==> src/rtl/ram_bus_master.sv <==
// ram_bus_master: 4-bit RAM bus initiator issuing optional SRC then one I/O instruction cycle per request
module ram_bus_master (
  input  logic       clock,
  input  logic       reset,
  input  logic [3:0] data_i,
  output logic [3:0] data_o,
  output logic       data_en,
  output logic       sync,
  output logic       cmd_n,
  input  logic       req_valid,
  output logic       req_ready,
  input  logic       req_src,
  input  logic [1:0] req_chip,
  input  logic [1:0] req_reg,
  input  logic [3:0] req_char,
  input  logic [3:0] req_op,
  input  logic [3:0] req_wdata,
  output logic       rsp_valid,
  output logic [3:0] rsp_data,
  output logic       busy
);
  typedef enum logic [1:0] {IDLE, SRC, IO} state_t;
  state_t state, state_n;
  logic [2:0] phase, phase_n;
  logic [1:0] cur_chip, cur_reg;
  logic [3:0] cur_char, cur_op, cur_wdata, d_n;
  logic accept, rd, wr, en_n, cmd_n_n;
  assign phase_n = phase + 3'd1;
  assign req_ready = phase == 3'd7 && state != SRC;
  assign accept = req_ready && req_valid;
  assign busy = state != IDLE;
  assign rd = cur_op[3] && cur_op != 4'hA;
  assign wr = !cur_op[3] && cur_op[3:1] != 3'b001;
  // Outputs are decoded for the phase about to start, so registering them aligns them with it.
  always_comb begin
    state_n = phase != 3'd7 ? state : accept ? (req_src ? SRC : IO) : state == SRC ? IO : IDLE;
    d_n = 4'h0;
    en_n = 1'b0;
    cmd_n_n = 1'b1;
    if (state_n == SRC)
      case (phase_n)
        3'd3: begin d_n = 4'h2; en_n = 1'b1; end
        3'd4: begin d_n = 4'h1; en_n = 1'b1; end
        3'd5: en_n = 1'b0;
        3'd6: begin d_n = {cur_chip, cur_reg}; en_n = 1'b1; cmd_n_n = 1'b0; end
        3'd7: begin d_n = cur_char; en_n = 1'b1; end
        default: en_n = 1'b1;
      endcase
    else if (state_n == IO)
      case (phase_n)
        3'd3: begin d_n = 4'hE; en_n = 1'b1; end
        3'd4: begin d_n = cur_op; en_n = 1'b1; cmd_n_n = 1'b0; end
        3'd5, 3'd7: en_n = 1'b0;
        3'd6: begin d_n = wr ? cur_wdata : 4'h0; en_n = wr; end
        default: en_n = 1'b1;
      endcase
  end
  always_ff @(posedge clock or posedge reset)
    if (reset) begin
      state <= IDLE;
      phase <= 3'd0;
      data_o <= 4'h0;
      data_en <= 1'b0;
      cmd_n <= 1'b1;
      sync <= 1'b0;
      rsp_valid <= 1'b0;
      rsp_data <= 4'h0;
      cur_chip <= 2'd0;
      cur_reg <= 2'd0;
      cur_char <= 4'h0;
      cur_op <= 4'h0;
      cur_wdata <= 4'h0;
    end else begin
      state <= state_n;
      phase <= phase_n;
      data_o <= d_n;
      data_en <= en_n;
      cmd_n <= cmd_n_n;
      sync <= phase_n == 3'd7;
      rsp_valid <= state == IO && phase == 3'd6;
      if (state == IO && phase == 3'd6)
        rsp_data <= rd ? data_i : 4'h0;
      if (accept) begin
        cur_chip <= req_chip;
        cur_reg <= req_reg;
        cur_char <= req_char;
        cur_op <= req_op;
        cur_wdata <= req_wdata;
      end
    end
endmodule

==> config.mk <==
export PLATFORM = sky130hd
export DESIGN_NAME = ram_bus_master
export DESIGN_NICKNAME = d
export VERILOG_FILES = /design/src/rtl/ram_bus_master.sv
export SDC_FILE = /design/constraint.sdc
export NUM_CORES = 1
export LEC_CHECK = 0
export BUFFER_PORTS_ARGS = -buffer_cell sky130_fd_sc_hd__buf_2
export CAP_MARGIN = 30
export CORE_AREA = 5 5 62 64
export DETAILED_ROUTE_END_ITERATION = 8
export DIE_AREA = 0 0 67 69
export GPL_TIMING_DRIVEN = 0
export PLACE_DENSITY = 0.82
export SKIP_CTS_REPAIR_TIMING = 1
export SYNTH_ARGS = -nofsm -noshare
export SYNTH_HDL_FRONTEND = slang
export SYNTH_SLANG_ARGS = --single-unit
==> constraint.sdc <==
create_clock -name clock -period 5.1 [get_ports clock]
set_input_delay 0.51 -clock clock [delete_from_list [all_inputs] [get_ports clock]]
set_output_delay 0.51 -clock clock [all_outputs]
set_load 0.01 [all_outputs]
==> results of run 1 <==
-- report_power, final --
group          total [uW]  leakage, uW  switching [uW]  internal, uW
sequential            299     0.000411            15.1           283
clock                 149    0.0000303            84.7          64.4
combinational        65.2     0.000543            25.3          39.9
-- worst reg2reg max path, delay by kind of cell, from the launching register on --
family	cells	cell delay, ns
compound gates	2	0.49
fa+ha+maj	2	0.57
buf+inv	1	0.37
flops	1	0.44
simple gates	1	0.11
-- stage by stage --
stage	worst slack, ns	utilization, %	cell area (um^2)	power (uW)
6_report	3.051	58.50	1891	513.0
5_1_grt	2.899	58.50	1891	539.1
4_1_cts	3.033	58.50	1891	521.5
3_5_place_dp	3.073	56.68	1832	370.1
3_3_place_gp	3.197	55.83	1804	362.1
2_1_floorplan	3.354	-	1562	340.7
-- logic make-up (layout without fill, tap and decap cells) --
kind of cell,count (synthesis),after routing,synth area share (%)
AND/OR/NAND/NOR,25,25,10.10
AO/OA/AOI/OAI,28,28,15.14
multiplexers,16,16,13.94
adder cells (fa/ha/maj),6,6,4.808
flip-flops,33,33,52.97
buffers and inverters,8,53,3.045
-- worst min-delay path by stage --
stage                               to  cells past startpoint
final                        cur_op[1]                      2
after global routing         cur_op[0]                      2
after CTS                 cur_wdata[3]                      2
after detailed placement   rsp_data[1]                      1
after global placement     rsp_data[1]                      1
after floorplan            cur_char[1]                      1
-- final cells by class --
cell class / instances / area, um^2
tap: 46 / 57.56
buffer: 3 / 28.78
fill: 290 / 1341
clock buffer: 6 / 51.30
multi-input combinational: 75 / 686.9
sequential: 33 / 827.0
timing repair buffer: 38 / 212.7
clock inverter: 1 / 7.507
inverter: 5 / 18.77
-- cell usage in the layout, fill, tap and decap left out, types with 3 or more instances in the layout --
master and count:
mux2_4 10, nor2_1 4, ha_1 6, nand2_1 4
inv_1 5, buf_2 38, mux2_2 6, a22o_1 10
o21ai_0 3, a32o_1 3, a221o_1 4, clkbuf_4 5
and2_1 3, dfrtp_1 32, nand2b_1 4
-- per-layer routing --
| metal | track usage [%] | share of wire (%) |
|---|---|---|
| met1 | 18.61 | 39 |
| met2 | 24.78 | 51 |
| met3 | 5.032 | 7.3 |
| met4 | 6.757 | 2.0 |
| met5 | 0 | 0 |
==> metrics.txt, run 1 <==
core area=3232 um^2; post-DR wirelength/cell=15.66 um; Crit. End Element=flip-flop; Longest Clk Path Bufs=2; pins over their slew limit=0; synth warn=0; Synth cell types=32; CTS Buf Count=5; post-synth top area share=51.28%; R2R cell count=6; CP top delay family=adder cells; max-cap violations=0; HPWL after DPL=2.562 mm; final hold vios=0; Power Density=271.3 nW/um^2; Vias per Instance=5.251; fin crit period=2.049 ns; gr ovfl total=0; IO buf count=37; slowest CP cell=dfrtp_1; cell taking the most area after synthesis=dfrtp_1; num rows=21; clk root buf=clkbuf_4; Setup crit start=phase[0]; share of post-route cells with drive strength above 1=44.10%; H-tree depth=2; Die X=67 um; Slew @ Worst Pin=0.6260 ns; setup TNS=0 ns; Cell Chain, Critical Path=ha_1 -> ha_1 -> clkbuf_1 -> nor2_1 -> a221oi_2 -> a22o_1; CP Buf/Inv Count=1; worst-path maximum fanout=10; top cells by count, synth=dfrtp_1 (32), a22o_1 (10), mux2_4 (10); Starting DRT DRC Count=41; Data required, critical path=5.37 ns; slowest stage delay, CP=0.44 ns; critical path endpoint=data_o[1]; number of synthesized register bits=33; ANT cells=0; Die Y-Extent=69 um; worst hold slack=0.2318 ns; 1st-pass router iterations=4; R2R setup slack=3.05 ns; area grow syn2layout=21.07%; P_leak=0.0009843 uW; Crit path top cell by count=ha_1; Clock transition at path regs=0.10 ns; run status=completed; CTS tree=built; syn_nets=146; top cells by area, synth=dfrtp_1 (51%), mux2_4 (9.6%), a22o_1 (5.6%); CP Depth=6; reg2reg start=phase[0]; Mean Syn Cell Area=13.46 um^2; Async S/R FF share, synth=100.0%; startpoint types=flip-flop; DRC Markers=0; slew margin rel.=58.22%; crit path kind=flip-flop to flip-flop; Post-synth EDFFs=0; Sinks on Clock Net=33; die area=4623 um^2; first-pass GRT wire length=5.402 mm; Final Wtd Congestion=0.9270; # nets final=191; Synth Instances=116; vias in the first global route=1138; Crit path arrival time=2.32 ns; Worst R2R End=data_o[1]; count leader, synth=dfrtp_1; RSZ-0062 raised after global routing=false; Max IR drop VDD=0.1588 mV; part of the cycle the worst path needs=40.18%; Primary FF master, synth=dfrtp_1; Fmax=488.1 MHz; IO Pins=38; sequential area share after synthesis=52.96%; DR vias=1087; GRT Util Overall=15.46%; Final Skew=0.009543 ns; DRT Wirelength=3.241 mm; Finished Layout Cells=207; worst hold path class=primary input to asynchronous set/reset pin; Initial Utilization=48.32%; Clk Latency, worst-skew pair=0.34 ns; cell area after synthesis=1561 um^2; Placed Instances=200; pin count of the biggest net entering global routing=21; Routed Antenna Nets=0; initial antenna violation count=0; Setup-failing EPs final=0
Power figures use the tool's default switching activity.
==> run 2, diff against run 1 <==
- clock period: 5.1 -> 2 ns (I/O delays scaled with it)
==> run 2 against run 1 <==
Against the previous run:
- combinational power increased to 2.6 times the previous value
- register-to-register slack worse by 2.9 ns
- utilization rose by 0.46 points
- critical endpoint unchanged
- clock skew barely moved
- largest cell class unchanged
- critical path depth did not move
- sequential share of layout area decreased by 0.34 points
==> metrics.txt, run 2 (synthesized netlist as in run 1, its figures left out) <==
die area=4623 um^2 (unchanged); Clock transition at path regs=0.10 ns (about the same); Setup-failing EPs final=0 (unchanged); internal power=990.4 uW (+160%); part of the cycle the worst path needs=94.03% (+54 points); Hold Startpoint=req_char[1]; Die X=67 um (unchanged); reg2reg start=phase[0]; vias in the first global route=1138 (unchanged); Initial Utilization=48.32% (unchanged); Crit path arrival time=2.15 ns (-0.17 ns); first-pass GRT wire length=5.402 mm (unchanged); Die Y-Extent=69 um (unchanged); IO Pins=38 (unchanged); R2R cell count=6 (unchanged); clk root buf=clkbuf_4; sw frac=24.35% (-0.054 points); CTS Buf Count=5 (unchanged); fin crit period=1.881 ns (-0.1684 ns); slew margin rel.=58.18% (about the same); Fmax=531.8 MHz (+9.0%); worst-path maximum fanout=6 (-4); 1st-pass router iterations=4 (unchanged); sequential share of power=58.1% (about the same); most common cell after layout, fill and taps aside=buf_2; Worst R2R End=data_o[1]; final hold vios=0 (unchanged); Design Area, Final=1906 um^2 (+0.79%); R2R setup slack=0.12 ns (-2.93 ns); H-tree depth=2 (unchanged); Data required, critical path=2.27 ns (-3.10 ns); Vias per Instance=5.212 (-0.76%); FILL cells=286 (-1.4%); Slew @ Worst Pin=0.6266 ns (+0.0006489 ns); pins over their slew limit=0 (unchanged); gr ovfl total=0 (unchanged); core area=3232 um^2 (unchanged); startpoint types=flip-flop; initial antenna violation count=0 (unchanged); Switch Pwr=318.8 uW (+150%); DRC Markers=0 (unchanged); hold path cells=2; num rows=21 (unchanged); Sinks on Clock Net=33 (unchanged); share of post-route cells with drive strength above 1=45.06% (+0.96 points); DP Area=1832 um^2 (unchanged); # nets final=192 (+0.52%); P_leak=0.0009925 uW (+0.84%); Power Density=687.0 nW/um^2 (+150%); crit path kind=flip-flop to flip-flop; IO buf count=37 (unchanged); commonest non-fill, non-tap cells in the layout=buf_2 (39), dfrtp_1 (32), mux2_4 (10), a22o_1 (10); CTS tree=built; Clock power frac=29.0% (about the same); pin count of the biggest net entering global routing=21 (unchanged); Place WS=-0.02686 ns (-3.100 ns); run status=completed; combinational group share of total power=12.8% (about the same); Layout Utilization=58.96% (+0.46 points); DR vias=1084 (-0.28%); GRT Util Overall=15.46% (unchanged); max-cap violations=0 (unchanged); DRT Wirelength=3.258 mm (+0.52%); Starting DRT DRC Count=38 (-7.3%); Max IR drop VDD=0.4051 mV (+160%); Clk Latency, worst-skew pair=0.34 ns (about the same); post-DR wirelength/cell=15.66 um (about the same); Final Skew=0.009544 ns (+0.000001110 ns); HPWL after DPL=2.562 mm (unchanged); Final Wtd Congestion=0.9270 (unchanged); Routed Antenna Nets=0 (unchanged); Crit. End Element=flip-flop; Longest Clk Path Bufs=2 (unchanged); Placed Instances=200 (unchanged); Hold Path End=cur_char[1]; Finished Layout Cells=208 (+0.48%); ANT cells=0 (unchanged); final worst slack=0.1194 ns (-2.932 ns); worst hold path class=primary input to flip-flop; area grow syn2layout=22.04%
[run 2: worst max-delay path by stage]
stage	startpoint	to	slack [ns]	cells past startpoint
2_1_floorplan	phase[0]	data_o[1]	0.25	6
3_5_place_dp	phase[0]	data_o[1]	-0.03	6
6_report	phase[0]	data_o[1]	0.12	6
3_3_place_gp	phase[0]	data_o[1]	0.1	6
4_1_cts	phase[0]	data_o[1]	-0.04	6
5_1_grt	phase[0]	data_o[1]	-0.0002	6
[run 2: stage by stage]
step / power (uW) / hold slack (ns) / setup TNS, ns
floorplan: 868.8 / 0.3282 / 0
global placement: 923.3 / 0.4293 / 0
detailed placement: 943.7 / 0.3084 / -0.04464
CTS: 1330 / -0.07595 / -0.1025
global route: 1377 / 0.06580 / -0.0001501
finish: 1309 / 0.08555 / 0
[run 2: area by class of cell]
class	instances	area, um^2	area share, %
sequential	33	827.0	43.40
multi-input combinational	75	690.7	36.24
timing repair buffer	39	222.7	11.69
tap	46	57.56	3.020
clock buffer	6	51.30	2.692
buffer	3	30.03	1.576
inverter	5	18.77	0.9849
clock inverter	1	7.507	0.3940
[run 2: power by group through the flow]
| stage | registers (uW) | logic (uW) | clock network (uW) |
|---|---|---|---|
| after floorplan | 768 | 101 | 0 |
| after global placement | 770 | 153 | 0 |
| after detailed placement | 775 | 169 | 0 |
| after CTS | 762 | 170 | 398 |
| after global routing | 769 | 185 | 423 |
| final | 761 | 168 | 380 |
[run 2: layer usage]
metal / track usage [%] / vias to the layer above / routed length, um
met2: 24.78 / 37 / 1666
met1: 18.61 / 523 / 1295
li1: - / 517 / -
met4: 6.757 / 0 / 65
met3: 5.032 / 7 / 230
met5: 0 / - / 0
[run 2: critical path: stages (launching register included)]
cell and delay, ns:
dfrtp_1 0.44, ha_1 0.22, ha_1 0.24, nand2b_1 0.18, nand2b_1 0.18, a221oi_2 0.35, a22o_1 0.21
==> run 3, diff against run 2 <==
- GPL_ROUTABILITY_DRIVEN: not set -> 0
- REMOVE_ABC_BUFFERS: not set -> 1
==> run 3 against run 2 <==
Against the previous run:
- power shrank 1.9%
- highest routed layer unchanged
- clock-buffer cell count did not move
- register-to-register slack improved by 0.02 ns
==> metrics.txt, run 3 (synthesized netlist as in run 1, its figures left out) <==
Routed Antenna Nets=0 (unchanged); startpoint types=flip-flop; pins over their slew limit=0 (unchanged); DR vias=1079 (-0.46%); CTS tree=built; run status=completed; hold path cells=2 (unchanged); crit path kind=flip-flop to flip-flop; R2R cell count=6 (unchanged); Die Y-Extent=69 um (unchanged); Fmax=536.4 MHz (+0.87%); met2 global-route usage=21.40% (-3.4 points); Crit. End Element=flip-flop; internal power=960.4 uW (-3.0%); vias in the first global route=1122 (-1.4%); HPWL after DPL=2.347 mm (-8.4%); die area=4623 um^2 (unchanged); gr ovfl total=0 (unchanged); Hold Startpoint=data_i[2]; initial antenna violation count=0 (unchanged); max-cap violations=0 (unchanged); IO Pins=38 (unchanged); grt met3 use=5.357% (+0.32 points); Clock power frac=27.8% (-1.2 points); Max IR drop VDD=0.4659 mV (+15%); grt met1 use=18.82% (+0.21 points); Place WS=-0.04632 ns (-0.01946 ns); area grow syn2layout=20.59%; post-DR wirelength/cell=14.86 um (-5.1%); IO buf count=37 (unchanged); reg2reg start=phase[0]; final worst slack=0.1356 ns (+0.01616 ns); sw frac=25.23% (+0.88 points); Power Density=682.1 nW/um^2 (-0.72%); Data required, critical path=2.23 ns (-0.04 ns); Longest Clk Path Bufs=2 (unchanged); worst hold path class=primary input to flip-flop; grt peak-use layer=met2; pin count of the biggest net entering global routing=19 (-9.5%); core area=3232 um^2 (unchanged); Clk Latency, worst-skew pair=0.33 ns (about the same); R2R setup slack=0.14 ns (+0.02 ns); Power Total=1284 uW (-1.9%); commonest non-fill, non-tap cells in the layout=buf_2 (37), dfrtp_1 (32), mux2_4 (10), a22o_1 (10), mux2_2 (6); slew margin rel.=54.85% (-3.3 points); Starting DRT DRC Count=48 (+26%); combinational group share of total power=12.9% (about the same); clk root buf=clkbuf_4; ANT cells=0 (unchanged); DRC Markers=0 (unchanged); Placed Instances=197 (-1.5%); part of the cycle the worst path needs=93.22% (-0.81 points); H-tree depth=2 (unchanged); Final Skew=0.01283 ns (+0.003281 ns); setup TNS=0 ns (unchanged); RSZ-0062 raised after global routing=false; GRT Util Overall=14.60% (-0.86 points); Clock transition at path regs=0.10 ns (about the same); first-pass GRT wire length=5.050 mm (-6.5%); final hold vios=0 (unchanged); # nets final=189 (-1.6%); CTS Buf Count=5 (unchanged); num rows=21 (unchanged); Crit path arrival time=2.09 ns (-0.06 ns); Hold Path End=rsp_data[2]; Worst R2R End=data_o[1]; FILL cells=274 (-4.2%); fin crit period=1.864 ns (-0.01616 ns); Setup-failing EPs final=0 (unchanged); most common cell after layout, fill and taps aside=buf_2; DRT Wirelength=3.062 mm (-6.0%); 1st-pass router iterations=4 (unchanged); worst-path maximum fanout=14 (+8); P_leak=0.0009721 uW (-2.1%); Switch Pwr=324.1 uW (+1.6%); Slew @ Worst Pin=0.6765 ns (+0.04992 ns); Initial Utilization=48.32% (unchanged); Vias per Instance=5.238 (+0.51%); share of post-route cells with drive strength above 1=43.75% (-1.3 points); Die X=67 um (unchanged); Finished Layout Cells=206 (-0.96%); Sinks on Clock Net=33 (unchanged); sequential share of power=59.4% (+1.3 points)
==> run 3: worst max-delay path by stage <==
stage,end,cells past startpoint,start
finish,data_o[1],6,phase[0]
global route,data_o[1],6,phase[0]
CTS,data_o[0],6,phase[0]
detailed placement,data_o[1],6,phase[0]
global placement,data_o[0],6,phase[0]
floorplan,data_o[1],6,phase[0]
==> run 3: final cells by class <==
cell class / instances / area [um^2] / area share [%]
Clock buffer: 6 / 41.29 / 2.193
Sequential cell: 33 / 827.0 / 43.92
Tap cell: 46 / 57.56 / 3.056
Clock inverter: 2 / 10.01 / 0.5316
Inverter: 5 / 18.77 / 0.9967
Multi-Input combinational cell: 75 / 705.7 / 37.48
Timing Repair Buffer: 39 / 222.7 / 11.83
==> run 3: layer usage <==
metal	wire length (um)	vias up
met5	0	-
met4	53	0
met3	212	4
met2	1464	36
met1	1332	527
li1	-	512
==> run 3: power by group through the flow <==
stage                     Sequential, uW  Combinational [uW]  Clock (uW)
final                                763                 165         357
after global routing                 772                 182         398
after CTS                            762                 166         368
after detailed placement             775                 165           0
after global placement               771                 152           0
after floorplan                      768                 101           0
==> run 3: metrics by stage <==
stage               utilization, %  hold slack (ns)  cell area, um^2
floorplan                        -           0.3282             1533
finish                       58.27          0.08142             1883
CTS                          57.38         -0.04845             1854
global route                 58.27          0.05245             1883
detailed placement           55.79           0.3279             1803
global placement             54.94           0.4268             1775
==> run 3: critical path, stage by stage, from the launching register on <==
cell and delay (ns):
dfrtp_1 0.44, ha_1 0.25, ha_4 0.27, nand2_1 0.13, nor3b_4 0.07, a221o_1 0.36
a22o_1 0.24
